===== src/rtl/cfg_conv_apb_if.sv =====
// -----------------------------------------------------------------------------
// cfg_conv_apb_if
// APB3 bus bundle between an APB initiator and the APB interconnect.
//   paddr/psel/penable/pwrite/pwdata : driven by the initiator (master)
//   prdata/pready/pslverr            : driven by the completer (slave)
// Modports:
//   master : APB initiator view (cfg_conv_apb)
//   slave  : completer / interconnect view
// -----------------------------------------------------------------------------
interface cfg_conv_apb_if #(
    parameter int ADDR_WIDTH = 32,
    parameter int DATA_WIDTH = 32
) ();
    logic [ADDR_WIDTH-1:0] paddr;
    logic                  psel;
    logic                  penable;
    logic                  pwrite;
    logic [DATA_WIDTH-1:0] pwdata;
    logic [DATA_WIDTH-1:0] prdata;
    logic                  pready;
    logic                  pslverr;

    modport master (
        output paddr, psel, penable, pwrite, pwdata,
        input  prdata, pready, pslverr
    );

    modport slave (
        input  paddr, psel, penable, pwrite, pwdata,
        output prdata, pready, pslverr
    );
endinterface


===== src/rtl/cfg_conv_apb.sv =====
// -----------------------------------------------------------------------------
// cfg_conv_apb
// APB3 initiator bridge: turns single-cycle cfg-bus write/read strobes into
// APB SETUP/ACCESS transfers and reports completion, read data and error.
//
// Ports:
//   i_apb_clk, i_apb_rst  : clock, synchronous active-high reset
//   i_cfg_wr_en/rd_en     : request strobes (write wins if both high)
//   i_cfg_addr/wr_data    : request address / write data
//   o_cfg_ready           : idle; a strobe this cycle is accepted
//   o_cfg_done            : one-cycle pulse at transfer end
//   o_cfg_rd_vld          : one-cycle pulse, read data valid (reads)
//   o_cfg_rd_data         : last captured read data
//   o_cfg_err             : one-cycle pulse with done on PSLVERR/timeout
//   apb                   : APB3 bus (cfg_conv_apb_if.master)
//
// Build option:
//   APB_CONV_TIMEOUT_EN   : abort an ACCESS phase after TIMEOUT_CYCLES
//                           cycles without PREADY (done+err, read data 0).
// -----------------------------------------------------------------------------
module cfg_conv_apb #(
    parameter int APB_DATA_WIDTH = 32,
    parameter int APB_ADDR_WIDTH = 32,
    parameter int CFG_DATA_WIDTH = 32,
    parameter int CFG_ADDR_WIDTH = 32,
    parameter int TIMEOUT_CYCLES = 255
) (
    input  logic                      i_apb_clk,
    input  logic                      i_apb_rst,
    input  logic                      i_cfg_wr_en,
    input  logic                      i_cfg_rd_en,
    input  logic [CFG_ADDR_WIDTH-1:0] i_cfg_addr,
    input  logic [CFG_DATA_WIDTH-1:0] i_cfg_wr_data,
    output logic                      o_cfg_ready,
    output logic                      o_cfg_done,
    output logic                      o_cfg_rd_vld,
    output logic [CFG_DATA_WIDTH-1:0] o_cfg_rd_data,
    output logic                      o_cfg_err,
    cfg_conv_apb_if.master            apb
);

    typedef enum logic [1:0] {
        ST_IDLE   = 2'd0,
        ST_SETUP  = 2'd1,
        ST_ACCESS = 2'd2
    } state_e;

    state_e                    state_q;
    logic                      ready_q;
    logic                      done_q;
    logic                      rd_vld_q;
    logic                      err_q;
    logic [CFG_DATA_WIDTH-1:0] rd_data_q;
    logic [APB_ADDR_WIDTH-1:0] paddr_q;
    logic                      psel_q;
    logic                      penable_q;
    logic                      pwrite_q;
    logic [APB_DATA_WIDTH-1:0] pwdata_q;

`ifdef APB_CONV_TIMEOUT_EN
    localparam int CNT_W = $clog2(TIMEOUT_CYCLES + 1);
    // Last count value before the abort fires: the TIMEOUT_CYCLES-th
    // consecutive ACCESS cycle without PREADY ends the transfer.
    localparam logic [CNT_W-1:0] TMO_LAST = CNT_W'(TIMEOUT_CYCLES - 1);
    logic [CNT_W-1:0] tmo_cnt_q;
`endif

    // A zero timeout has no meaning; this block only exists for that case.
    if (TIMEOUT_CYCLES < 1) begin : g_timeout_cycles_invalid
    end

    // Width adaptation: size casts zero-extend narrower and keep the LSBs
    // of wider sources.
    function automatic logic [APB_ADDR_WIDTH-1:0] to_apb_addr(input logic [CFG_ADDR_WIDTH-1:0] a);
        return APB_ADDR_WIDTH'(a);
    endfunction

    function automatic logic [APB_DATA_WIDTH-1:0] to_apb_data(input logic [CFG_DATA_WIDTH-1:0] d);
        return APB_DATA_WIDTH'(d);
    endfunction

    function automatic logic [CFG_DATA_WIDTH-1:0] to_cfg_data(input logic [APB_DATA_WIDTH-1:0] d);
        return CFG_DATA_WIDTH'(d);
    endfunction

    // Transfer FSM with all cfg and APB outputs registered.
    always_ff @(posedge i_apb_clk) begin
        if (i_apb_rst) begin
            state_q   <= ST_IDLE;
            ready_q   <= 1'b1;
            done_q    <= 1'b0;
            rd_vld_q  <= 1'b0;
            err_q     <= 1'b0;
            rd_data_q <= '0;
            paddr_q   <= '0;
            psel_q    <= 1'b0;
            penable_q <= 1'b0;
            pwrite_q  <= 1'b0;
            pwdata_q  <= '0;
`ifdef APB_CONV_TIMEOUT_EN
            tmo_cnt_q <= '0;
`endif
        end else begin
            // Status outputs are single-cycle pulses unless set below.
            done_q   <= 1'b0;
            rd_vld_q <= 1'b0;
            err_q    <= 1'b0;
            case (state_q)
                ST_IDLE: begin
                    if (i_cfg_wr_en || i_cfg_rd_en) begin
                        // Write has priority: the read strobe is dropped.
                        paddr_q   <= to_apb_addr(i_cfg_addr);
                        pwdata_q  <= to_apb_data(i_cfg_wr_data);
                        pwrite_q  <= i_cfg_wr_en;
                        psel_q    <= 1'b1;
                        penable_q <= 1'b0;
                        ready_q   <= 1'b0;
                        state_q   <= ST_SETUP;
`ifdef APB_CONV_TIMEOUT_EN
                        tmo_cnt_q <= '0;
`endif
                    end else begin
                        psel_q    <= 1'b0;
                        penable_q <= 1'b0;
                        ready_q   <= 1'b1;
                        state_q   <= ST_IDLE;
                    end
                end
                ST_SETUP: begin
                    penable_q <= 1'b1;
                    state_q   <= ST_ACCESS;
                end
                ST_ACCESS: begin
                    if (apb.pready) begin
                        psel_q    <= 1'b0;
                        penable_q <= 1'b0;
                        ready_q   <= 1'b1;
                        done_q    <= 1'b1;
                        rd_vld_q  <= ~pwrite_q;
                        err_q     <= apb.pslverr;
                        if (!pwrite_q) begin
                            rd_data_q <= to_cfg_data(apb.prdata);
                        end else begin
                            rd_data_q <= rd_data_q;
                        end
                        state_q   <= ST_IDLE;
                    end
`ifdef APB_CONV_TIMEOUT_EN
                    else if (tmo_cnt_q == TMO_LAST) begin
                        // Abort: the read result of a timed-out transfer is 0.
                        psel_q    <= 1'b0;
                        penable_q <= 1'b0;
                        ready_q   <= 1'b1;
                        done_q    <= 1'b1;
                        rd_vld_q  <= ~pwrite_q;
                        err_q     <= 1'b1;
                        if (!pwrite_q) begin
                            rd_data_q <= '0;
                        end else begin
                            rd_data_q <= rd_data_q;
                        end
                        state_q   <= ST_IDLE;
                    end else begin
                        tmo_cnt_q <= tmo_cnt_q + CNT_W'(1);
                        state_q   <= ST_ACCESS;
                    end
`else
                    else begin
                        state_q <= ST_ACCESS;
                    end
`endif
                end
                default: begin
                    state_q   <= ST_IDLE;
                    psel_q    <= 1'b0;
                    penable_q <= 1'b0;
                    ready_q   <= 1'b1;
                end
            endcase
        end
    end

    assign o_cfg_ready   = ready_q;
    assign o_cfg_done    = done_q;
    assign o_cfg_rd_vld  = rd_vld_q;
    assign o_cfg_rd_data = rd_data_q;
    assign o_cfg_err     = err_q;
    assign apb.paddr     = paddr_q;
    assign apb.psel      = psel_q;
    assign apb.penable   = penable_q;
    assign apb.pwrite    = pwrite_q;
    assign apb.pwdata    = pwdata_q;

endmodule


===== src/flat_wrapper.sv =====
// flat-port wrapper written by rule: the top's interface ports become plain ports
module cfg_conv_apb_flat 
#(
    parameter int APB_DATA_WIDTH = 32,
    parameter int APB_ADDR_WIDTH = 32,
    parameter int CFG_DATA_WIDTH = 32,
    parameter int CFG_ADDR_WIDTH = 32,
    parameter int TIMEOUT_CYCLES = 255
)
  (i_apb_clk, i_apb_rst, i_cfg_wr_en, i_cfg_rd_en, i_cfg_addr, i_cfg_wr_data, o_cfg_ready, o_cfg_done, o_cfg_rd_vld, o_cfg_rd_data, o_cfg_err, apb_paddr, apb_psel, apb_penable, apb_pwrite, apb_pwdata, apb_prdata, apb_pready, apb_pslverr);
  cfg_conv_apb_if #(.ADDR_WIDTH(32), .DATA_WIDTH(32)) apb_i ();
  input  logic i_apb_clk;
  input  logic i_apb_rst;
  input  logic i_cfg_wr_en;
  input  logic i_cfg_rd_en;
  input  logic [CFG_ADDR_WIDTH-1:0] i_cfg_addr;
  input  logic [CFG_DATA_WIDTH-1:0] i_cfg_wr_data;
  output logic o_cfg_ready;
  output logic o_cfg_done;
  output logic o_cfg_rd_vld;
  output logic [CFG_DATA_WIDTH-1:0] o_cfg_rd_data;
  output logic o_cfg_err;
  output wire logic [$bits(apb_i.paddr)-1:0] apb_paddr;
  output wire logic [$bits(apb_i.psel)-1:0] apb_psel;
  output wire logic [$bits(apb_i.penable)-1:0] apb_penable;
  output wire logic [$bits(apb_i.pwrite)-1:0] apb_pwrite;
  output wire logic [$bits(apb_i.pwdata)-1:0] apb_pwdata;
  input wire logic [$bits(apb_i.prdata)-1:0] apb_prdata;
  input wire logic [$bits(apb_i.pready)-1:0] apb_pready;
  input wire logic [$bits(apb_i.pslverr)-1:0] apb_pslverr;
  assign apb_paddr = apb_i.paddr;
  assign apb_psel = apb_i.psel;
  assign apb_penable = apb_i.penable;
  assign apb_pwrite = apb_i.pwrite;
  assign apb_pwdata = apb_i.pwdata;
  assign apb_i.prdata = apb_prdata;
  assign apb_i.pready = apb_pready;
  assign apb_i.pslverr = apb_pslverr;
  cfg_conv_apb #(.APB_DATA_WIDTH(APB_DATA_WIDTH), .APB_ADDR_WIDTH(APB_ADDR_WIDTH), .CFG_DATA_WIDTH(CFG_DATA_WIDTH), .CFG_ADDR_WIDTH(CFG_ADDR_WIDTH), .TIMEOUT_CYCLES(TIMEOUT_CYCLES)) u_core (.i_apb_clk(i_apb_clk), .i_apb_rst(i_apb_rst), .i_cfg_wr_en(i_cfg_wr_en), .i_cfg_rd_en(i_cfg_rd_en), .i_cfg_addr(i_cfg_addr), .i_cfg_wr_data(i_cfg_wr_data), .o_cfg_ready(o_cfg_ready), .o_cfg_done(o_cfg_done), .o_cfg_rd_vld(o_cfg_rd_vld), .o_cfg_rd_data(o_cfg_rd_data), .o_cfg_err(o_cfg_err), .apb(apb_i));
endmodule

===== config.mk =====
export PLATFORM = sky130hd
export DESIGN_NAME = cfg_conv_apb_flat
export DESIGN_NICKNAME = d
export VERILOG_FILES = /design/src/rtl/cfg_conv_apb_if.sv /design/src/rtl/cfg_conv_apb.sv /design/src/flat_wrapper.sv
export SDC_FILE = /design/constraint.sdc
export NUM_CORES = 1
export LEC_CHECK = 0
export CORE_UTILIZATION = 39
export DETAILED_ROUTE_END_ITERATION = 7
export GPL_TIMING_DRIVEN = 0
export MAX_ROUTING_LAYER = met4
export PLACE_DENSITY = 0.77
export SLEW_MARGIN = 20
export SYNTH_ARGS = -nofsm -noshare
export SYNTH_HDL_FRONTEND = slang
export SYNTH_SLANG_ARGS = --single-unit

===== constraint.sdc =====
create_clock -name i_apb_clk -period 1.7 [get_ports i_apb_clk]
set_clock_uncertainty 0.1 [all_clocks]
set_input_delay 0.255 -clock i_apb_clk [delete_from_list [all_inputs] [get_ports i_apb_clk]]
set_output_delay 0.255 -clock i_apb_clk [all_outputs]
set_load 0.02 [all_outputs]

Yosys cells after proc, flatten, opt, wreduce, memory -nomap -nowiden
Cells that the tools add are included.
W data, S select, Z words.
{"block": "totals", "ff_bits": 105, "latchBits": 0, "mem_bits_rw": 0, "mem_bits_ro": 0, "input_bits": 102, "output_inout_bits": 103, "wordCells": 36, "mem_count": 0}
{"block": "classes", "n_addsub": 0, "multipliers": 0, "n_div": 0, "order_cmp": 0, "n_eq_ne": 3, "shift": 0, "n_mux": 11, "bitwise_logic": 4, "n_reduce_logical": 7}
{"cell": "$mux W1", "count": 6}
{"cell": "$pmux W1 S3", "count": 2}
{"cell": "$pmux W2 S3", "count": 1}
{"cell": "$not A1 Y1", "count": 4}
{"cell": "$reduce_and A2 Y1", "count": 2}
{"cell": "$reduce_and A3 Y1", "count": 1}
{"cell": "$reduce_or A3 Y1", "count": 1}
{"cell": "$eq A2 B1 Y1 const B", "count": 1}
{"cell": "$eq A2 B2 Y1 const B", "count": 1}
{"cell": "$logic_not A2 Y1", "count": 1}
{"cell": "$mux W2", "count": 1}
{"cell": "$ne A2 B2 Y1 const B", "count": 1}
{"cell": "$pmux W1 S2", "count": 1}
{"cell": "$reduce_or A2 Y1", "count": 1}
{"cell": "$logic_or A1 B1 Y1", "count": 1}

Logic depth before layout (Yosys ltp)
Gate-level depths: netlist of the first run.
{"block": "depth", "ltp_word": 3, "mapped_depth": 5, "depth_no_buf": 3}

Worst setup path before layout of the first run
No wires, ideal clock.
{"block": "synth_path", "kind": "register to register", "start": "register u_core.pwrite_q, in the netlist u_core.apb.pwrite", "end": "register u_core.rd_data_q[15], in the netlist u_core.o_cfg_rd_data[15]", "setup_time_ps": 132, "arrival_ps": 1057, "t_required_ps": 1468, "setup_slack_ps": 411, "path_stages_with_launch": 6, "synth_period_minus_slack_ps": 1289, "path_cell_list": "dfxtp_1 and4bb_2 buf_4 buf_6 nand2_1 a21oi_1"}
{"block": "synth_between", "elab_chain_len": 2}
{"item": "from (decl)", "line": "cfg_conv_apb.sv:57", "text": "logic pwrite_q;"}
{"item": "from (signal assigned)", "line": "cfg_conv_apb.sv:114", "text": "pwrite_q <= i_cfg_wr_en;"}
{"item": "$not A1 Y1"}
{"item": "$reduce_and A3 Y1 (no line)"}
{"item": "to (signal assigned)", "line": "cfg_conv_apb.sv:142", "text": "rd_data_q <= to_cfg_data(apb.prdata);"}
{"item": "to (signal assigned)", "line": "cfg_conv_apb.sv:144", "text": "rd_data_q <= rd_data_q;"}
{"item": "to (decl)", "line": "cfg_conv_apb.sv:53", "text": "logic [CFG_DATA_WIDTH-1:0] rd_data_q;"}
No other way between the ends.
A chain may end at the register's enable or synchronous reset.

Worst setup path after layout of the first run
{"block": "layout_path", "start": "register u_core.paddr_q[25], in the netlist u_core.apb.paddr[25]", "end": "output port apb_paddr[25]"}
{"item": "from (decl)", "line": "cfg_conv_apb.sv:54", "text": "logic [APB_ADDR_WIDTH-1:0] paddr_q;"}
{"item": "from (signal assigned)", "line": "cfg_conv_apb.sv:112", "text": "paddr_q <= to_apb_addr(i_cfg_addr);"}
{"item": "to (decl)", "line": "flat_wrapper.sv:23", "text": "output wire logic [$bits(apb_i.paddr)-1:0] apb_paddr;"}
No word-level cell between the ends.

==> results.py, run 1 <==
metrics = {
    "worst_setup_path": {
        "reg2reg_depth": 4,
        "crit_buf_inv": 1,
        "crit_chain": "clkdlybuf4s50_1",
        "crit_family": "buffers and inverters",
        "slowest_stage": "clkdlybuf4s50_1",
        "critical_path_class": "reg2out",
        "cp.depth": 1,
        "r2r_end": "u_core.apb.paddr[10]$_SDFFE_PP0P_",
        "worst-path-max-fanout": 2,
        "worst_ep_required_time_ps": 1340,
        "rr_startpoint": "u_core.state_q[1]$_SDFF_PP0_",
        "critPathLaunch": "u_core.apb.paddr[25]$_SDFFE_PP0P_",
        "start_kind": "register",
        "max_stage_delay_ps": 600,
        "worstPathArrival_ps": 1300,
        "r2r_slack_ps": 300,
        "worstSetupEndpoint": "apb_paddr[25]",
        "crit_path_end_kind": "output pin",
    },
    "clocking": {
        "htree_levels": 3,
        "clock_latency_ps": 360,
        "cts_sinks": 105,
        "cts_made_buffers": 9,
        "tritoncts": "yes",
        "clk_pin_slew_ps": 100,
        "post_cts_buffers": 0,
        "cts_hold_buf": 0,
        "clock_tree.root_cell": "clkbuf_8",
        "clockBufferDepth": 2,
    },
    "global_routing": {
        "grt_pass1_vias": 3907,
        "track_usage": 0.243,
        "grt_first_pass_wirelength_mm": 18.9,
        "antenna_found_initial": 0,
        "overflow": 0,
        "grt_max_degree": 19,
    },
    "logic_synthesis": {
        "synth.avg_cell_area_um2": 8.39,
        "syn-num-nets": 566,
        "syn_inst": 464,
        "synth_seq_cells": 105,
        "ys_types": 27,
        "ys_seq_area_frac": 0.540,
        "synth-warning-count": 0,
        "synth_area_mm2": 0.00389,
    },
    "floorplan": {
        "fp.dieH_um": 102,
        "core_area_mm2": 0.00973,
        "dieArea_mm2": 0.0104,
        "fp-row-count": 36,
        "initial_utilization": 0.400,
        "die_w_um": 102,
        "ios": 205,
    },
    "pwr": {
        "powerDensity_mw_per_mm2": 847,
        "p_leak_uw": 0.00338,
        "ir_drop_mv": 0.426,
    },
    "sta": {
        "tightest_slew_ps": 580,
        "fin_hold_ws_ps": 325,
        "drv_slew": 0,
        "slew_headroom": 0.614,
        "setup_ws_ps": 42.2,
        "min_period_ps": 1660,
        "max_freq_mhz": 603,
        "setup_viol": 0,
        "period_share": 0.975,
        "hold_viol": 0,
        "rsz0062_at_grt": "false",
    },
    "min_path": {
        "holdCritPathClass": "in2reg",
    },
    "place": {
        "pre_cts_ws_ps": -260,
        "hpwl_mm": 9.12,
        "io_buffers": 204,
        "place_congestion": 0.769,
    },
    "routing": {
        "vias": 4101,
        "dr.pass1.iters": 4,
        "drc": 0,
        "vias_per_cell": 5.02,
        "ant_nets": 0,
        "wl_per_cell_um": 15.4,
        "totalWireLength_mm": 12.6,
        "drtIter0Drc": 176,
    },
    "finish": {
        "area_growth_pct": 63.8,
        "utilization": 0.656,
        "drive_above_1_share": 0.0804,
        "fill_cells": 859,
        "antenna-diode-count": 0,
        "fin_nets": 781,
    },
    "status": {
        "status": "finished clean",
    },
    "run": {
        "cap_violations": 0,
    },
}
[per-layer routing]
metal  vias up  global-route usage  routed length [um]
li1       2030                   -                   -
met1      1889               0.293                5340
met2       168               0.404                6070
met3        14              0.0602                1020
met4         0              0.0659                 148
met5         -                   -                   0
[logic make-up (layout without fill, tap and decap cells)]
family,Yosys count,after routing,share of synthesized area
buffers and inverters,49,269,0.0720
DFF,105,105,0.540
AOI/OAI and AO/OA,167,167,0.217
and+or+nand+nor,143,143,0.172
[power breakdown]
group / switching, uW / total, uW / internal (uW) / leakage, uW
clock: 882 / 1440 / 555 / 0.0000892
combinational: 661 / 1270 / 607 / 0.00243
sequential: 82.1 / 2700 / 2620 / 0.000860
[state kept, by name, indices dropped and copies added (netlist names)]
name	count
u_core.apb.paddr	32
u_core.apb.penable	1
u_core.apb.psel	1
u_core.apb.pwdata	32
u_core.apb.pwrite	1
u_core.o_cfg_done	1
u_core.o_cfg_err	1
u_core.o_cfg_rd_data	32
u_core.o_cfg_rd_vld	1
u_core.o_cfg_ready	1
u_core.state_q	2
[synthesized netlist by cell type, drive strengths merged]
cell type,n,area (um2)
dfxtp,105,2100
a21oi,99,499
o21ai,66,330
nand2,65,244
nand3,64,320
buf,33,216
clkbuf,14,56.3
nor2,4,15.0
inv,2,7.51
or2,2,15.0
a21o,1,7.51
and2,1,6.26
and4bb,1,12.5
nand2b,1,6.26
nand4bb,1,11.3
nor2b,1,6.26
nor3,1,10.0
nor4bb,1,10.0
o21bai,1,7.51
or3b,1,11.3
[through the flow]
stage | TNS (ps) | power [uW] | instance area, um2 | std cells
after floorplan | 0 | 3390 | 3890 | 464
after global placement | -9790 | 4060 | 6100 | 801
after detailed placement | -11770 | 4090 | 6100 | 801
after CTS | 0 | 5480 | 6230 | 817
after global routing | 0 | 5680 | 6380 | 817
final | 0 | 5410 | 6380 | 817
[layout by cell type (no fill, tap or decap), types with 3 or more instances in the layout]
cell type	synthesis	layout
clkbuf_2	3	3
buf_4	4	4
nand2_1	65	65
buf_6	7	7
nor2_1	4	4
o21ai_1	29	29
dlymetal6s2s_1	0	59
clkdlybuf4s50_1	0	107
dfxtp_1	105	105
nand3_1	64	64
o21ai_0	37	37
dlygate4sd2_1	0	38
a21oi_1	98	98
clkbuf_1	11	12
buf_2	20	20
clkbuf_8	0	9
[repair_timing]
action | CTS | global route
resized for setup | 38 | 59
endpoints found under the setup margin | 38 | 59
cloned | 0 | 0
[final cells by class]
type                    count  area [um2]  share of cell area
plain buffers              47         273              0.0427
clock buffers              10         128              0.0200
clock inverters             6        50.0             0.00784
inverters                   2        7.51             0.00118
multi-input cells         310        1510               0.237
flip-flops and latches    105        2100               0.329
well taps                 133         166              0.0261
repair buffers            204        2140               0.336
[worst min-delay path by stage]
stage | start | endpoint | slack (ps) | cells after the start
2_1_floorplan | i_apb_rst | u_core.state_q[0]$_SDFF_PP0_ | 230 | 1
3_3_place_gp | u_core.o_cfg_rd_data[9]$_SDFFE_PP0P_ | u_core.o_cfg_rd_data[9]$_SDFFE_PP0P_ | 340 | 2
3_5_place_dp | u_core.apb.psel$_SDFFE_PP0P_ | u_core.apb.psel$_SDFFE_PP0P_ | 340 | 1
4_1_cts | apb_prdata[23] | u_core.o_cfg_rd_data[23]$_SDFFE_PP0P_ | 300 | 3
5_1_grt | apb_prdata[30] | u_core.o_cfg_rd_data[30]$_SDFFE_PP0P_ | 320 | 3
6_report | apb_prdata[23] | u_core.o_cfg_rd_data[23]$_SDFFE_PP0P_ | 330 | 3
(Power assumes the default switching activity.)
==> inputs of run 2 (changes only) <==
- CTS_CLUSTER_SIZE: not set -> 16
==> results of run 2 <==
Final layout, timing and power as in run 1 (identical DEF).
==> inputs of run 3 (changes only) <==
- MAX_ROUTING_LAYER: met4 -> not set
==> results.py, run 3 (same netlist as run 1, synthesis figures left out) <==
metrics = {
    "status": {
        "status": "finished clean",
    },
    "sta": {
        "max_freq_mhz": 603,
        "period_share": 0.976,
        "rsz0062_at_grt": "false",
        "slew_headroom": 0.618,
        "fin_hold_ws_ps": 327,
        "tightest_slew_ps": 572,
        "min_period_ps": 1660,
        "drv_slew": 0,
        "hold_viol": 0,
        "setup_viol": 0,
    },
    "worst_setup_path": {
        "cp.depth": 1,
        "crit_buf_inv": 1,
        "crit_chain": "clkdlybuf4s50_1",
        "worstPathArrival_ps": 1300,
        "crit_family": "buffers and inverters",
        "worst_ep_required_time_ps": 1340,
        "rr_startpoint": "u_core.state_q[1]$_SDFF_PP0_",
        "r2r_slack_ps": 280,
        "reg2reg_depth": 4,
        "worst-path-max-fanout": 2,
        "slowest_stage": "clkdlybuf4s50_1",
        "start_kind": "register",
        "critical_path_class": "reg2out",
        "crit_path_end_kind": "output pin",
        "max_stage_delay_ps": 600,
        "r2r_end": "u_core.apb.paddr[10]$_SDFFE_PP0P_",
    },
    "finish": {
        "fill_cells": 859,
        "stdcell_area_mm2": 0.00638,
        "layout.cells.most_common": "clkdlybuf4s50_1",
        "drive_above_1_share": 0.0804,
        "area_growth_pct": 63.8,
        "most-common-layout-cells": "clkdlybuf4s50_1, dfxtp_1, a21oi_1",
        "antenna-diode-count": 0,
        "fin_nets": 781,
    },
    "routing": {
        "vias": 4104,
        "ant_nets": 0,
        "wl_per_cell_um": 15.4,
        "totalWireLength_mm": 12.6,
        "drtIter0Drc": 165,
        "vias_per_cell": 5.02,
        "drc": 0,
        "dr.pass1.iters": 4,
    },
    "min_path": {
        "holdCritPathClass": "in2reg",
        "hold_path_end": "u_core.o_cfg_rd_data[26]$_SDFFE_PP0P_",
        "holdPathStages": 3,
        "min-delay-start": "apb_prdata[26]",
    },
    "global_routing": {
        "overflow": 0,
        "grt_max_degree": 19,
        "grt_first_pass_wirelength_mm": 18.9,
        "track_usage": 0.236,
        "grt_pass1_vias": 3893,
        "antenna_found_initial": 0,
    },
    "clocking": {
        "clock_latency_ps": 360,
        "cts_sinks": 105,
        "clockBufferDepth": 2,
        "clk_pin_slew_ps": 100,
        "cts_made_buffers": 9,
        "cts_hold_buf": 0,
        "htree_levels": 3,
        "clock_tree.root_cell": "clkbuf_8",
        "tritoncts": "yes",
    },
    "floorplan": {
        "fp-row-count": 36,
        "initial_utilization": 0.400,
        "fp.dieH_um": 102,
        "ios": 205,
        "dieArea_mm2": 0.0104,
        "die_w_um": 102,
        "core_area_mm2": 0.00973,
    },
    "pwr": {
        "p_seq_frac": 0.500,
        "power.switching_uw": 1620,
        "pwr-share-comb": 0.234,
        "powerDensity_mw_per_mm2": 847,
        "switching_share": 0.300,
        "p_int_uw": 3780,
        "clock_power_share": 0.266,
        "ir_drop_mv": 0.426,
        "p_leak_uw": 0.00338,
    },
    "place": {
        "hpwl_mm": 9.12,
        "place_congestion": 0.759,
        "placed_area_mm2": 0.00610,
        "io_buffers": 204,
    },
    "run": {
        "cap_violations": 0,
    },
}
-- run 3: cell counts in the layout (fill, tap and decap cells not counted) --
Identical to the previous run, type by type.
-- run 3: final cells by class --
cell class / instances / area (um2) / share of cell area
Sequential cell: 105 / 2100 / 0.329
Buffer: 47 / 273 / 0.0427
Timing Repair Buffer: 204 / 2140 / 0.336
Clock inverter: 6 / 50.0 / 0.00784
Tap cell: 133 / 166 / 0.0261
Multi-Input combinational cell: 310 / 1510 / 0.237
Clock buffer: 10 / 128 / 0.0200
Inverter: 2 / 7.51 / 0.00118
-- run 3: how the worst max path moves through the flow --
stage	startpoint	end	slack [ps]
floorplan	u_core.apb.pwrite$_SDFFE_PP0P_	u_core.o_cfg_rd_data[15]$_SDFFE_PP0P_	410
global placement	i_apb_rst	u_core.apb.pwrite$_SDFFE_PP0P_	-240
detailed placement	i_apb_rst	u_core.apb.paddr[1]$_SDFFE_PP0P_	-260
CTS	u_core.o_cfg_rd_data[26]$_SDFFE_PP0P_	o_cfg_rd_data[26]	0.4
global route	u_core.apb.paddr[23]$_SDFFE_PP0P_	apb_paddr[23]	0.3
finish	u_core.apb.paddr[25]$_SDFFE_PP0P_	apb_paddr[25]	40
-- run 3: worst min-delay path, cell delays in order --
cell	delay, ps
clkdlybuf4s50_1	390
nand2_1	60
a21oi_1	50
-- run 3: timing repair --
item,4_1_cts,5_1_grt
buffers inserted,0,0
resized for setup,38,59
endpoints found under the setup margin,38,59
-- run 3: through the flow --
step,setup TNS (ps),utilization,setup slack (ps),power [uW],cells
after global routing,0,0.656,0.272,5680,817
final,0,0.656,40.7,5410,817
after floorplan,0,-,411,3390,464
after detailed placement,-11770,0.627,-260,4090,801
after global placement,-9790,0.627,-238,4060,801
after CTS,0,0.641,0.437,5480,817
-- run 3: power groups by stage --
stage,sequential (uW),clock [uW],combinational [uW]
after floorplan,2950,0,448
after global placement,2760,0,1300
after detailed placement,2770,0,1320
after CTS,2710,1480,1290
after global routing,2720,1580,1370
final,2700,1440,1270
-- run 3: metal layers --
layer  part of all wire  global-route usage  vias up
li1                   -                   -     2030
met1               0.40               0.281     1885
met2               0.48               0.404      173
met3              0.099              0.0793       16
met4              0.012              0.0659        0
met5                  0                   0        -
